$ cat src/rtl/pipe_stage_skid_pkg.sv
// Shared constants for the pipeline-stage skid register: FSM state encodings,
// default widths and per-stage payload widths used by the instantiating stages.
package pipe_stage_skid_pkg;

  typedef enum logic [1:0] {
    PS_EMPTY = 2'd0,
    PS_ONE   = 2'd1,
    PS_FULL  = 2'd2
  } ps_state_e;

  localparam int DEF_DATA_W     = 128;
  localparam int DEF_PC_W       = 32;
  localparam int DEF_PERF_CNT_W = 16;

  localparam int IFID_PAYLOAD_W  = 32;
  localparam int IDEX_PAYLOAD_W  = 128;
  localparam int EXMEM_PAYLOAD_W = 80;
  localparam int MEMWB_PAYLOAD_W = 40;

endpackage

$ cat src/rtl/pipe_entry_reg.sv
// One {data, pc, pred} entry of the skid stage; clear has priority over load.
module pipe_entry_reg
  import pipe_stage_skid_pkg::*;
#(
  parameter int DATA_W = DEF_DATA_W,
  parameter int PC_W   = DEF_PC_W
) (
  input  logic              clk,
  input  logic              load,
  input  logic              clear,
  input  logic [DATA_W-1:0] d_data,
  input  logic [PC_W-1:0]   d_pc,
  input  logic              d_pred,
  output logic [DATA_W-1:0] q_data,
  output logic [PC_W-1:0]   q_pc,
  output logic              q_pred
);

  always_ff @(posedge clk) begin
    if (clear) begin
      q_data <= '0;
      q_pc   <= '0;
      q_pred <= 1'b0;
    end else if (load) begin
      q_data <= d_data;
      q_pc   <= d_pc;
      q_pred <= d_pred;
    end
  end

endmodule

$ cat src/rtl/pipe_stage_skid.sv
// Valid/ready pipeline-stage register with a 2-entry skid buffer and registered in_ready.
// Optional stall/bubble counters are built when PIPE_PERF_CNT_EN is defined.
module pipe_stage_skid
  import pipe_stage_skid_pkg::*;
#(
  parameter int DATA_W      = DEF_DATA_W,
  parameter int PC_W        = DEF_PC_W,
  parameter int ZERO_BUBBLE = 1,
  parameter int PERF_CNT_W  = DEF_PERF_CNT_W
) (
  input  logic              clk,
  input  logic              rst_n,
  input  logic              flush,
  input  logic              in_valid,
  output logic              in_ready,
  input  logic [DATA_W-1:0] in_data,
  input  logic [PC_W-1:0]   in_pc,
  input  logic              in_pred,
  output logic              out_valid,
  input  logic              out_ready,
  output logic [DATA_W-1:0] out_data,
  output logic [PC_W-1:0]   out_pc,
  output logic              out_pred
`ifdef PIPE_PERF_CNT_EN
  ,
  output logic [PERF_CNT_W-1:0] perf_stall_cnt,
  output logic [PERF_CNT_W-1:0] perf_bubble_cnt
`endif
);

  ps_state_e state_p1, state_nxt;
  logic      in_ready_p1;
  logic      in_fire, out_fire, kill;
  logic      main_load, main_sel_skid, main_drain, skid_load, skid_drain;
  logic      main_clear, skid_clear;

  logic [DATA_W-1:0] skid_data, main_d_data;
  logic [PC_W-1:0]   skid_pc, main_d_pc;
  logic              skid_pred, main_d_pred;

  assign in_ready  = in_ready_p1;
  assign out_valid = (state_p1 != PS_EMPTY);
  assign in_fire   = in_valid & in_ready_p1;
  assign out_fire  = out_valid & out_ready;
  assign kill      = ~rst_n | flush;

  always_comb begin
    state_nxt     = state_p1;
    main_load     = 1'b0;
    main_sel_skid = 1'b0;
    main_drain    = 1'b0;
    skid_load     = 1'b0;
    skid_drain    = 1'b0;
    case (state_p1)
      PS_EMPTY: begin
        if (in_fire) begin
          main_load = 1'b1;
          state_nxt = PS_ONE;
        end
      end
      PS_ONE: begin
        if (in_fire && out_fire) begin
          main_load = 1'b1;
        end else if (in_fire) begin
          skid_load = 1'b1;
          state_nxt = PS_FULL;
        end else if (out_fire) begin
          main_drain = 1'b1;
          state_nxt  = PS_EMPTY;
        end
      end
      PS_FULL: begin
        // in_ready is low here, so only the drain side can move
        if (out_fire) begin
          main_load     = 1'b1;
          main_sel_skid = 1'b1;
          skid_drain    = 1'b1;
          state_nxt     = PS_ONE;
        end
      end
      default: state_nxt = PS_EMPTY;
    endcase
    if (flush) state_nxt = PS_EMPTY;
  end

  // Stage register: control state; in_ready is precomputed from the next state
  always_ff @(posedge clk) begin
    if (!rst_n) begin
      state_p1    <= PS_EMPTY;
      in_ready_p1 <= 1'b1;
    end else begin
      state_p1    <= state_nxt;
      in_ready_p1 <= (state_nxt != PS_FULL);
    end
  end

  assign main_clear  = kill | ((ZERO_BUBBLE != 0) & main_drain);
  assign skid_clear  = kill | ((ZERO_BUBBLE != 0) & skid_drain);
  assign main_d_data = main_sel_skid ? skid_data : in_data;
  assign main_d_pc   = main_sel_skid ? skid_pc   : in_pc;
  assign main_d_pred = main_sel_skid ? skid_pred : in_pred;

  pipe_entry_reg #(.DATA_W(DATA_W), .PC_W(PC_W)) u_main (
    .clk    (clk),
    .load   (main_load),
    .clear  (main_clear),
    .d_data (main_d_data),
    .d_pc   (main_d_pc),
    .d_pred (main_d_pred),
    .q_data (out_data),
    .q_pc   (out_pc),
    .q_pred (out_pred)
  );

  pipe_entry_reg #(.DATA_W(DATA_W), .PC_W(PC_W)) u_skid (
    .clk    (clk),
    .load   (skid_load),
    .clear  (skid_clear),
    .d_data (in_data),
    .d_pc   (in_pc),
    .d_pred (in_pred),
    .q_data (skid_data),
    .q_pc   (skid_pc),
    .q_pred (skid_pred)
  );

`ifdef PIPE_PERF_CNT_EN
  function automatic logic [PERF_CNT_W-1:0] sat_inc(input logic [PERF_CNT_W-1:0] v);
    return (&v) ? v : v + 1'b1;
  endfunction

  // Counters: reset-only clear, flush leaves them alone
  always_ff @(posedge clk) begin
    if (!rst_n) begin
      perf_stall_cnt  <= '0;
      perf_bubble_cnt <= '0;
    end else begin
      if (out_valid && !out_ready) perf_stall_cnt <= sat_inc(perf_stall_cnt);
      if (!out_valid) perf_bubble_cnt <= sat_inc(perf_bubble_cnt);
    end
  end
`else
  logic unused_perf_w;
  assign unused_perf_w = (PERF_CNT_W > 0);
`endif

endmodule

$ cat config.mk
export PLATFORM = sky130hd
export DESIGN_NAME = pipe_stage_skid
export DESIGN_NICKNAME = d
export VERILOG_FILES = /design/src/rtl/pipe_stage_skid_pkg.sv /design/src/rtl/pipe_entry_reg.sv /design/src/rtl/pipe_stage_skid.sv
export SDC_FILE = /design/constraint.sdc
export NUM_CORES = 1
export LEC_CHECK = 0
export ABC_AREA = 1
export BUFFER_PORTS_ARGS = -buffer_cell sky130_fd_sc_hd__buf_2
export CORE_MARGIN = 10
export CORE_UTILIZATION = 40
export CTS_CLUSTER_SIZE = 28
export DETAILED_ROUTE_END_ITERATION = 8
export REMOVE_ABC_BUFFERS = 1
export SYNTH_ARGS = -nofsm -noshare
export SYNTH_HDL_FRONTEND = slang
export SYNTH_SLANG_ARGS = --single-unit
$ cat constraint.sdc
create_clock -name clk -period 1.8 [get_ports clk]
set_clock_uncertainty 0.05 [all_clocks]
set_input_delay 0.18 -clock clk [delete_from_list [all_inputs] [get_ports clk]]
set_output_delay 0.18 -clock clk [all_outputs]
set_load 0.02 [all_outputs]
### Yosys cells after proc, flatten, opt, wreduce, memory -nomap -nowiden

Index checks and enable logic that the tools add are counted.

| word-level totals | value |
|---|---|
| register bits after elaboration | 325 |
| bits of input ports | 166 |
| output and inout bits | 163 |
| logic and storage cells | 40 |

| cells by class | value |
|---|---|
| equality and inequality tests | 3 |
| multiplexer cells | 20 |
| bitwise operators | 6 |
| reductions and logical operators | 3 |

Operators with widths:

| kind | number |
|---|---|
| two-way mux 128 bit | 1 |
| two-way mux 32 bit | 1 |
| two-way mux 2 bit | 6 |
| two-way mux 1 bit | 10 |
| case mux 2 bit (3 select lines) | 1 |
| OR 1 bit | 3 |
| case mux 1 bit (3 select lines) | 1 |
| bitwise AND 1 bit | 2 |
| == test 2 x 1 -> 1 bit (second input constant) | 1 |
| == test 2 bit (second input constant) | 1 |
| logical NOT 2 bit | 1 |
| != test 2 bit (second input constant) | 1 |
| nonzero test 2 bit | 1 |
| logical AND 1 bit | 1 |
| inverter 1 bit | 1 |

### Logic depth before layout (Yosys ltp)

| depth | value |
|---|---|
| word-level depth | 8 |
| mapped depth | 9 |
| depth with buffers taken out | 7 |

### Modules after synthesis

A second synthesis with hierarchy kept.

| unflattened totals | value |
|---|---|
| cells, all modules | 2,588 |
| area total of the unflattened synthesis | 15,946.5 µm² |

By module, submodules not included:

| module | instances | cells each | area each (µm²) | sequential area each (µm²) |
|---|---|---|---|---|
| pipe_entry_reg | 2 | 1,020 | 6,708.9 | 3,223.1 |
| pipe_stage_skid | 1 | 548 | 2,528.7 | 60.1 |

### Least setup slack after synthesis

Ideal clock, no wire load.

| path | value |
|---|---|
| path kind | register to register |
| start | register in_ready_p1 (netlist: in_ready) |
| end | register u_skid.q_data[100] |
| library setup time | 64 ps |
| data arrival time | 1,546 ps |
| data required time | 1,686 ps |
| path slack | 139 ps |
| stages on the path, launching flop included | 9 |
| path buffers | 2 |
| clock period less this slack | 1,661 ps |
| cell sequence | dfxtp_1 -> nand2_1 -> nor2_2 -> nand2_2 -> inv_2 -> buf_2 -> buf_1 -> nor2_1 -> nor2_1 |

| between the ends | value |
|---|---|
| cells in the longest elaborated chain, start to end | 4 |
| elaborated cells between the ends (all ways) | 5 |
| classes of those cells | mux: 3; bitwise: 1; reduce/logical: 1 |

Ends and longest elaborated chain:

| item | line | RTL |
|---|---|---|
| start: declaration | pipe_stage_skid.sv:32 | `logic in_ready_p1;` |
| start signal: assignment | pipe_stage_skid.sv:93 | `in_ready_p1 <= (state_nxt != PS_FULL);` |
| bitwise AND 1 bit * | pipe_stage_skid.sv:43 | `assign in_fire = in_valid & in_ready_p1;` |
| two-way mux 1 bit / logical AND 1 bit (equally long branches) | pipe_stage_skid.sv:64, pipe_stage_skid.sv:62 |  |
| two-way mux 1 bit * | pipe_stage_skid.sv:62 | `if (in_fire && out_fire) begin` |
| two-way mux 1 bit * | pipe_stage_skid.sv:54 | `case (state_p1)` |
| end signal: assignment | pipe_entry_reg.sv:25 | `q_data <= d_data;` |
| end: declaration | pipe_entry_reg.sv:14 | `output logic [DATA_W-1:0] q_data,` |

Mark *: on every way between the ends. The rest lies on a longest branch, timed or not.
A chain may end at the register's enable or synchronous reset.

### Final worst setup path

| path | value |
|---|---|
| start | register state_p1[0] |
| end | register u_skid.q_pc[19] |

| between the ends | value |
|---|---|
| cells in the longest elaborated chain, start to end | 5 |
| elaborated cells between the ends (all ways) | 10 |
| classes of those cells | eq/ne: 2; mux: 4; bitwise: 2; reduce/logical: 2 |

Ends and longest elaborated chain:

| item | line | RTL |
|---|---|---|
| start: declaration | pipe_stage_skid.sv:31 | `ps_state_e state_p1, state_nxt;` |
| start signal: assignment | pipe_stage_skid.sv:92 | `state_p1 <= state_nxt;` |
| nonzero test 2 bit | pipe_stage_skid.sv:42 | `assign out_valid = (state_p1 != PS_EMPTY);` |
| bitwise AND 1 bit | pipe_stage_skid.sv:44 | `assign out_fire = out_valid & out_ready;` |
| two-way mux 1 bit / logical AND 1 bit (equally long branches) | pipe_stage_skid.sv:74, pipe_stage_skid.sv:62 |  |
| two-way mux 1 bit (on tied branches) | pipe_stage_skid.sv:54, pipe_stage_skid.sv:62 |  |
| OR 1 bit / two-way mux 1 bit (equally long branches) | pipe_stage_skid.sv:98, pipe_stage_skid.sv:54 |  |
| end signal: assignment | pipe_entry_reg.sv:26 | `q_pc <= d_pc;` |
| end: declaration | pipe_entry_reg.sv:15 | `output logic [PC_W-1:0] q_pc,` |

Several ways; a longest one is shown, not always the timed one.

==> results.py <==
metrics = {
    "status": {
        "outcome": "finished, final reports clean",
    },
    "grt": {
        "grt-ovfl-total": 0,
        "grt_pass1_wl_mm": 75.40,
        "grt_use_total": 0.2040,
        "grt_max_degree": 133,
        "first_global_vias": 13970,
        "antenna_found_initial": 4,
    },
    "setup_path": {
        "rr_startpoint": "state_p1[0]$_SDFF_PN0_",
        "crit_arrival_ns": 2.08,
        "critPathMaxStageDelay_ns": 0.41,
        "path_class": "reg2reg",
        "crit_path_end": "u_skid.q_pc[19]$_SDFFE_PP0P_",
        "worst_setup_path_start_kind": "flip-flop",
        "r2r_end": "u_skid.q_pc[19]$_SDFFE_PP0P_",
        "cp_max_fo": 50,
        "crit_slowest_cell": "clkbuf_8",
        "cp.buffers_inverters": 3,
        "critical_path.top_delay_family": "buffers and inverters",
        "crit_chain": "inv_2 -> nand3_4 -> inv_6 -> nor2_4 -> clkbuf_8 -> o21ai_0 -> nor2_1",
        "rrSetupSlack_ns": 0.11,
        "crit_cells": 7,
        "crit_start": "state_p1[0]$_SDFF_PN0_",
        "rr_worst_depth": 7,
        "endpoint_kind": "flip-flop",
        "crit_required_ns": 2.19,
    },
    "drt": {
        "drt-total-wl_mm": 46.99,
        "dr.pass1.iters": 5,
        "drt_iter0_drc": 1173,
        "antenna_left": 0,
        "wl_per_cell_um": 14.79,
        "via_per_inst": 4.681,
        "vias": 14870,
        "drc": 0,
    },
    "worst_hold_path": {
        "min_path_cells": 5,
        "hold_class": "in2reg",
        "worstHoldStart": "out_ready",
    },
    "sta": {
        "setup_viol": 0,
        "fin_crit_sh": 0.9374,
        "drv_slew": 0,
        "fin_setup_tns_ns": 0,
        "maxSlewHeadroom": 0.5861,
        "rsz0062_at_grt": "no",
        "worst_slew_pin_slew_ns": 0.6208,
        "worst_slack_ns": 0.1127,
        "hold_slack_ns": 0.09591,
        "finalCriticalPeriod_ns": 1.687,
        "timing_hold_violations_final": 0,
        "fmaxAchievable_mhz": 592.6,
    },
    "yosys": {
        "postSynthCellCount": 2282,
        "syn_area_um2": 14350,
        "ys_types": 18,
        "avgSynthCellArea_um2": 6.288,
        "synth_warnings": 0,
        "ys_seq_area_frac": 0.4534,
        "ys_seq_elements": 325,
    },
    "cells_and_area": {
        "multi_input_area_um2": 6598,
        "fillers": 3452,
        "nNetsFinal": 2854,
        "mostFrequentLayoutCell": "nand2_1",
        "final_cell_mix": "nand2_1 (654), nor2_1 (647), buf_2 (328)",
        "regArea_um2": 6506,
        "area_growth_pct": 35.04,
        "drive_gt1_frac": 0.1563,
    },
    "placement": {
        "pre_cts_ws_ns": 0.1321,
        "place.gp.congestion": 0.7827,
        "io_buffers": 328,
        "dp_hpwl_mm": 28.01,
    },
    "power": {
        "power_leakage_uw": 0.009138,
        "power_uw": 17480,
        "vdd_drop_max_mv": 0.6303,
        "power.density_nw_per_um2": 902.0,
    },
    "cts": {
        "clock_latency_ns": 0.51,
        "clock_sink_count": 325,
        "cts_max_path_buffers": 3,
        "htree_levels": 2,
        "cts.clk_slew.worst_paths_ns": 0.05,
        "cts_tree": "yes",
        "post_cts_buffers": 0,
        "root_buffer": "clkbuf_16",
        "numCtsBuffers": 38,
    },
    "die": {
        "core_um2": 35480,
        "num_rows": 69,
        "initial_utilization": 0.4044,
        "die_x_um": 209.4,
        "die_area_um2": 43850,
        "pin_count": 329,
        "fp.dieH_um": 209.4,
    },
    "run": {
        "maxCapViolCount": 0,
    },
}
## metal layers
layer	track usage	wire length [um]	up-vias
li1	-	-	7718
met1	0.2639	21020	6657
met2	0.3376	21800	428
met3	0.04484	3177	68
met4	0.05110	986	2
met5	0	7	-
## repair_timing
action | CTS | global route
endpoints found under the setup margin | 0 | 21
hold endpoints to repair | 323 | 0
resized for setup | 0 | 4
hold buffers | 163 | 0
## area by class of cell
class	count	share of cell area
diodes	3	0.0003874
well taps	461	0.02977
inverters	170	0.03345
repair buffers	520	0.1951
flip-flops and latches	325	0.3358
clock buffers	61	0.06251
clock inverters	4	0.002454
multi-input cells	1633	0.3405
## cell usage after synthesis (all sizes together)
library cell / number / area [um^2]
a21oi: 1 / 8.760
buf: 52 / 256.5
clkbuf: 102 / 382.9
dfxtp: 325 / 6506
inv: 170 / 638.1
nand2: 656 / 2465
nand3: 163 / 820.8
nor2: 650 / 2452
o211ai: 1 / 7.510
o21ai: 162 / 810.8
## metrics by stage
| step | area (um^2) | util | std cells |
|---|---|---|---|
| after detailed placement | 16460 | 0.4638 | 2945 |
| after global routing | 19370 | 0.5459 | 3175 |
| after CTS | 19350 | 0.5452 | 3173 |
| after floorplan | 13710 | - | 2128 |
| after global placement | 16460 | 0.4638 | 2945 |
| final | 19380 | 0.5461 | 3177 |
## registers in the layout, summed over array words and instances, names as in the netlist
register,flops
u_main.q_pred,1
u_skid.q_data,128
state_p1,2
in_ready,1
u_skid.q_pred,1
u_main.q_data,128
u_skid.q_pc,32
u_main.q_pc,32
## cells by family after synthesis
kind of cell / synth area share
and+or+nand+nor: 0.3999
DFF: 0.4534
buffers and inverters: 0.08903
AOI/OAI and AO/OA: 0.05764
## power by group
group | leakage (uW) | total, uW | internal [uW] | switching, uW
combinational | 0.00588 | 2260 | 948 | 1310
clock | 0.000617 | 7690 | 4720 | 2970
sequential | 0.00264 | 7520 | 7400 | 120
total | 0.00914 | 17500 | 13100 | 4400
## worst register-to-register path: stages, from the launching register on
cell	delay [ns]
dfxtp_1	0.38
inv_2	0.08
nand3_4	0.13
inv_6	0.09
nor2_4	0.18
clkbuf_8	0.41
o21ai_0	0.19
nor2_1	0.12
## worst min path at each step
stage | slack (ns) | endpoint
floorplan | 0.24 | state_p1[0]$_SDFF_PN0_
global placement | 0.36 | state_p1[0]$_SDFF_PN0_
detailed placement | 0.37 | state_p1[0]$_SDFF_PN0_
CTS | 0.07 | in_ready$_SDFF_PN1_
global route | 0.15 | in_ready$_SDFF_PN1_
finish | 0.1 | in_ready$_SDFF_PN1_
No activity file was read; power rests on OpenSTA's default activity.
